===== src/rtl/gpu_barrier_ctrl.sv =====
// gpu_barrier_ctrl: per-ID warp barrier tracker driving the scheduler's barrier-stall mask.
// Define BARRIER_PERF_EN to add the stall-cycle and release performance counters.
module gpu_barrier_ctrl #(
    parameter int NUM_WARPS    = 4,
    parameter int NUM_BARRIERS = 4,
    parameter int NW_BITS      = (NUM_WARPS > 1) ? $clog2(NUM_WARPS) : 1,
    parameter int NB_BITS      = (NUM_BARRIERS > 1) ? $clog2(NUM_BARRIERS) : 1
) (
    input  logic                 clk,
    input  logic                 reset_n,
    input  logic                 barrier_valid,
    input  logic [NW_BITS-1:0]   barrier_wid,
    input  logic [NB_BITS-1:0]   barrier_id,
    input  logic [NW_BITS-1:0]   barrier_size_m1,
    output logic [NUM_WARPS-1:0] stall_mask,
    output logic                 release_valid,
    output logic [NB_BITS-1:0]   release_id,
    output logic [NUM_WARPS-1:0] release_wmask
`ifdef BARRIER_PERF_EN
   ,output logic [63:0]          perf_barrier_stalls,
    output logic [31:0]          perf_barrier_releases
`endif
);
    localparam logic [0:0] IDLE = 1'b0;
    localparam logic [0:0] WAIT = 1'b1;

    logic [0:0]           state_q [NUM_BARRIERS];
    logic [NW_BITS-1:0]   count_q [NUM_BARRIERS];
    logic [NW_BITS-1:0]   size_q  [NUM_BARRIERS];
    logic [NUM_WARPS-1:0] wmask_q [NUM_BARRIERS];
    logic [0:0]           state_d [NUM_BARRIERS];
    logic [NW_BITS-1:0]   count_d [NUM_BARRIERS];
    logic [NW_BITS-1:0]   size_d  [NUM_BARRIERS];
    logic [NUM_WARPS-1:0] wmask_d [NUM_BARRIERS];
    logic [NUM_WARPS-1:0] stall_d;
    logic [NUM_WARPS-1:0] wid_bit;
    logic [NUM_WARPS-1:0] cur_mask;
    logic [NW_BITS-1:0]   cur_count;
    logic [NW_BITS-1:0]   cur_size;
    logic                 cur_wait;
    logic                 wid_ok;
    logic                 id_ok;
    logic                 stalled;
    logic                 accept;
    logic                 done;

    assign wid_ok    = int'(barrier_wid) < NUM_WARPS;
    assign id_ok     = int'(barrier_id) < NUM_BARRIERS;
    assign cur_wait  = id_ok && (state_q[barrier_id] == WAIT);
    assign cur_count = id_ok ? count_q[barrier_id] : '0;
    assign cur_size  = id_ok ? size_q[barrier_id] : '0;
    assign cur_mask  = id_ok ? wmask_q[barrier_id] : '0;
    assign stalled   = |(stall_mask & wid_bit);
    // A warp already held at any barrier cannot arrive again until it is released.
    assign accept    = barrier_valid && wid_ok && id_ok && !stalled;
    assign done      = accept && (cur_wait ? (cur_count == cur_size) : (barrier_size_m1 == '0));

    always_comb begin
        wid_bit = '0;
        if (wid_ok)
            wid_bit[barrier_wid] = 1'b1;
    end

    always_comb begin
        state_d = state_q;
        count_d = count_q;
        size_d  = size_q;
        wmask_d = wmask_q;
        stall_d = '0;
        if (accept) begin
            state_d[barrier_id] = done ? IDLE : WAIT;
            count_d[barrier_id] = done ? '0 : (cur_wait ? cur_count + NW_BITS'(1) : NW_BITS'(1));
            size_d[barrier_id]  = cur_wait ? cur_size : barrier_size_m1;
            wmask_d[barrier_id] = done ? '0 : (cur_mask | wid_bit);
        end
        for (int b = 0; b < NUM_BARRIERS; b++)
            stall_d = stall_d | wmask_d[b];
    end

    always_ff @(posedge clk or negedge reset_n) begin
        if (!reset_n) begin
            for (int b = 0; b < NUM_BARRIERS; b++) begin
                state_q[b] <= IDLE;
                count_q[b] <= '0;
                size_q[b]  <= '0;
                wmask_q[b] <= '0;
            end
            stall_mask    <= '0;
            release_valid <= 1'b0;
            release_id    <= '0;
            release_wmask <= '0;
        end else begin
            state_q       <= state_d;
            count_q       <= count_d;
            size_q        <= size_d;
            wmask_q       <= wmask_d;
            stall_mask    <= stall_d;
            release_valid <= done;
            if (done) begin
                release_id    <= barrier_id;
                release_wmask <= cur_mask | wid_bit;
            end
        end
    end

`ifdef BARRIER_PERF_EN
    always_ff @(posedge clk or negedge reset_n) begin
        if (!reset_n) begin
            perf_barrier_stalls   <= '0;
            perf_barrier_releases <= '0;
        end else begin
            perf_barrier_stalls   <= perf_barrier_stalls + 64'($countones(stall_mask));
            perf_barrier_releases <= perf_barrier_releases + 32'(release_valid);
        end
    end
`endif

    assert property (@(posedge clk) disable iff (!reset_n) barrier_valid |-> !stalled)
        else $warning("gpu_barrier_ctrl: request from held warp %0d ignored", barrier_wid);
    assert property (@(posedge clk) disable iff (!reset_n)
                     (barrier_valid && !stalled && cur_wait) |-> (barrier_size_m1 == cur_size))
        else $warning("gpu_barrier_ctrl: size_m1 %0d differs from latched %0d", barrier_size_m1, cur_size);

endmodule


===== config.mk =====
export PLATFORM = sky130hd
export DESIGN_NAME = gpu_barrier_ctrl
export DESIGN_NICKNAME = d
export VERILOG_FILES = /design/src/rtl/gpu_barrier_ctrl.sv
export SDC_FILE = /design/constraint.sdc
export NUM_CORES = 1
export LEC_CHECK = 0
export CAP_MARGIN = 5
export CORE_MARGIN = 2
export CORE_UTILIZATION = 40
export CTS_CLUSTER_DIAMETER = 60
export CTS_CLUSTER_SIZE = 8
export DETAILED_ROUTE_END_ITERATION = 8
export GPL_TIMING_DRIVEN = 0
export PLACE_DENSITY = 0.62
export SYNTH_ARGS = -nofsm -noshare
export SYNTH_HDL_FRONTEND = slang
export SYNTH_SLANG_ARGS = --single-unit

===== constraint.sdc =====
create_clock -name clk -period 3 [get_ports clk]
set_clock_uncertainty 0.15 [all_clocks]
set_input_delay 0.45 -clock clk [delete_from_list [all_inputs] [get_ports clk]]
set_output_delay 0.45 -clock clk [all_outputs]
set_load 0.02 [all_outputs]

==> results.txt <==
Switching fraction of total power: 38.0%. The first global-routing pass estimated 8.98 mm of wire. The count of cells in the finished layout, fillers not included, comes to 305.

Clock tree synthesis selected as its root buffer the cell clkbuf_8. The global routing stage identified its most utilized layer as met2. Global routing used 18.5% of the available tracks. The class of the most critical hold timing path was reg -> reg.

In this run the tool buffered the top-level ports with 17 buffer cells. TritonCTS built the clock tree. The design draws 2.81 mW.

The highest clock rate was 361 MHz; the arrival time of data at the critical path endpoint was 2790 ps. STA classifies the critical path endpoint as a register. For the worst flop-to-flop path, the logic depth is 6. The tools report the startpoint of the worst-slack reg-to-reg timing path as stall_mask[1]. The logs give 0 for the number of antenna repair diodes and 0 for the number of antenna violations at the first check in global routing. Once detail routing completed, the nets flagged for antenna violations numbered 0. In this run, placement finished with an instance count of 296. Most frequently used flop master after synthesis: dfrtp_1. The floorplan has 28 rows.

Overflow left after global routing: 0. The maximum level of the CTS H-tree came out at 2. Critical path launch point type: an input port. The logs give 0 for the count of unresolved DRC violations after routing and 41.2% for the initial core utilization.

For the gate count after technology mapping, the log shows 203. Setup violations remaining at the end of the flow were counted as 0. The proportion of synthesized flip-flops having asynchronous set or reset was 100%.

The pre-antenna-repair detailed-routing pass consisted of 4 iterations. The clock period minus worst slack is 2770 ps, and the pin count of the biggest net entering global routing is 28. Yosys printed 0 warnings.

The pin slew with the least headroom to its limit came out at 560 ps. By area the synthesized netlist is led by dfrtp_1 (48%), mux4_2 (6.5%), mux2_4 (4.9%), mux2_2 (4.2%), nand2_1 (3.7%). The met2 global-route usage is 28.1%. Counting instances, the worst hold path has a depth of 2. The clock reaches the later pin of the worst-skew pair after 310 ps.

The total via count after detailed routing is 1690. By instance count, the cell type seen most on the critical path is nand2_1. The slowest stage of the critical path belongs to the cell clkdlybuf4s50_1. The tools report the number of ports placed on the die boundary as 20. Setup repair after global routing left no endpoint under its margin. CTS saw 47 sinks. The endpoint identified for the worst register-to-register timing path is size_q[2].

The largest single stage delay on the critical path is 650 ps. The number of hold-slack violations in the final timing report came out at 0. The height of the die came out at 81.9 um. The count of nets after finishing is 238, and the worst supply voltage drop on vdd is 0.416 mV. Before CTS, the worst setup slack after placement is -46.3 ps.

The synthesized design contains 0 enable-type register cells. Once the clock tree was built, the resizer swapped 0 gates to a different size. Summed over all layers, the routed wires come to 5.40 mm. The HPWL after detailed placement is 3.65 mm.

The synthesized netlist contains 44 unique library cells. The relative contribution of the clock network to total power was 14.0%; the final-report max-slew violation count was 0. Summing every instance area after synthesis gives 2430 um2. Walking the worst path, the cells encountered are clkdlybuf4s50_1 -> nand2_1 -> o22ai_2 -> nand3b_1 -> clkbuf_1 -> nand2_1 -> o21ai_0.

The mean area per synthesized cell was 12.0 um2; the setup TNS was 0 ps. TritonCTS created 5 clock buffers. The logs give 62.7% for the worst relative slew slack and 1.74 mW for the internal power contribution. The tools report the relative contribution of combinational cells to total power as 46.0%.

The die covers 6710 um2. The flow ran to the end, and the final reports show no timing, DRC or antenna violations. The endpoint of the worst hold path was size_q[1]. Worst setup path category: in -> reg. After clock tree synthesis, the clock-pin slew on the worst setup and hold paths is 90 ps.

Routability-driven placement finished with a final weighted congestion of 0.786. The tools report the via count of the first global-routing pass as 1708. Counting the fill cells in the layout gives 560. Sequential cells were found to cover 48.5% of the synthesized design area.

Cell type with the largest total area after synthesis: dfrtp_1. For this design the static power due to leakage is 1.21 nW. In this run the power density over the cells is 999 nW/um2.

The average wire length per cell after detail routing was 17.7 um; the fraction of final layout cells sized beyond drive strength 1 was 22.6%. Data on the critical path is required at its endpoint by 3020 ps. The overall die width was 81.9 um; the fraction of power consumed by sequential logic was 40.0%. Setup slack on the worst reg-to-reg path comes out at 480 ps. The tool flagged a number of max-cap violations equal to 0. The tools report the maximum buffer depth of the clock tree as 2. The tools report the global routing usage on met1 as 25.0%. For this design the total switching power over the nets is 1.07 mW. Of the post-synthesis cell area, the dominant cell type holds 48.5%. In this run the worst path has a maximum fanout of 10. The met3 global-route usage was 3.74%.

After floorplanning, the core was sized to cover 5890 um2. The tools report the startpoint of the most critical hold path as size_q[1]. In the routed layout, each cell is associated on average with a via count of 5.54.

Relative to the synthesized area, the layout overhead comes to 15.7%. The synthesized design contains 47 register bits. The net count after synthesis is 212. The post-layout worst setup margin was 233 ps; the fraction of the cycle the final worst path needs was 92.2%.

For this block, the initial DRC count from the detailed router was 152.
==> worst max-delay path by stage <==
| stage | from | endpoint | slack (ps) | cells after the start |
|---|---|---|---|---|
| final | barrier_wid[0] | size_q[2] | 230 | 7 |
| after CTS | barrier_wid[0] | wmask_q[6] | 290 | 7 |
| after floorplan | barrier_id[0] | release_id[0] | 710 | 6 |
| after detailed placement | barrier_id[0] | release_wmask[1] | -50 | 7 |
| after global routing | barrier_wid[0] | wmask_q[6] | 70 | 7 |
| after global placement | reset_n | size_q[1] | -90 | 1 |
==> registers in the layout, summed over array words and instances, names as in the netlist <==
signal         cells
stall_mask         4
release_id         2
release_wmask      4
count_q            8
release_valid      1
size_q             8
wmask_q           16
state_q            4
==> cell families (layout without fill, tap and decap cells) <==
| family | Yosys count | in the layout | synth area share, % |
|---|---|---|---|
| and+or+nand+nor | 56 | 56 | 12.0 |
| xor gates and xnor gates | 3 | 3 | 1.70 |
| muxes | 34 | 34 | 21.8 |
| buffers and inverters | 17 | 44 | 3.56 |
| AOI/OAI and AO/OA | 46 | 46 | 12.5 |
| DFF | 47 | 47 | 48.5 |
==> layer usage <==
layer | wire (um) | vias to the layer above
met5 | 0 | -
met4 | 111 | 0
met3 | 319 | 8
met2 | 2540 | 63
met1 | 2430 | 824
li1 | - | 795
==> repair_timing <==
action,4_1_cts,5_1_grt
endpoints found under the setup margin,0,0
setup buffers,0,0
hold buffers,1,0
endpoints found under the hold margin,20,0
==> metrics by stage <==
step	util (%)	hold WS (ps)	instance area, um2
after floorplan	-	4.41	2430
after global placement	45.7	309	2690
after detailed placement	46.0	305	2710
after CTS	47.7	343	2810
after global routing	47.7	379	2810
final	47.7	340	2810
==> worst max-delay path, delay by kind of cell <==
family,cells,cell delay [ps]
buf+inv,2,1050
simple gates,3,740
compound gates,2,540
==> synthesized netlist by cell type (2+ instances only) <==
library cell and instances:
dfrtp_1 47, nand2_1 24, o21ai_0 13, o21ai_1 11, nand3_1 10, mux2_2 9, mux2_4 8, mux4_2 7
nor2_1 7, buf_2 6, mux2i_1 6, a21oi_1 5, inv_1 5, clkbuf_1 3, nand2b_1 3, o21bai_1 3
o32ai_1 3, a21o_1 2, a31oi_1 2, buf_6 2, mux4_1 2, or3_1 2, xnor2_2 2
==> power by group through the flow <==
stage / Combinational (mW) / Clock [mW] / Sequential, mW
floorplan: 0.901 / 0 / 1.15
global placement: 1.27 / 0 / 1.11
detailed placement: 1.29 / 0 / 1.13
CTS: 1.30 / 0.404 / 1.12
global route: 1.43 / 0.431 / 1.16
finish: 1.29 / 0.393 / 1.12
==> layout make-up <==
| type | instances | area, um2 | area share, % |
|---|---|---|---|
| clock inverter | 3 | 22.5 | 0.802 |
| tap | 75 | 93.8 | 3.34 |
| buffer | 12 | 67.6 | 2.41 |
| multi-input combinational | 139 | 1160 | 41.5 |
| sequential | 47 | 1180 | 41.9 |
| inverter | 5 | 18.8 | 0.668 |
| clock buffer | 5 | 68.8 | 2.45 |
| timing repair buffer | 19 | 195 | 6.95 |
==> layout by cell type (no fill, tap or decap), types with 2 or more instances in the layout <==
cell type,n
a21oi_1,5
mux4_1,2
nand3_1,10
o21ai_1,11
o21ai_0,13
mux2_4,8
clkbuf_8,5
mux2i_1,6
o32ai_1,3
clkdlybuf4s50_1,16
o21bai_1,3
nand2b_1,3
a31oi_1,2
buf_2,7
mux2_2,9
buf_6,2
xnor2_2,2
inv_1,5
a21o_1,2
nor2_1,7
mux4_2,7
nand2_1,24
or3_1,2
dfrtp_1,47
clkbuf_1,3
(Power assumes the default switching activity.)
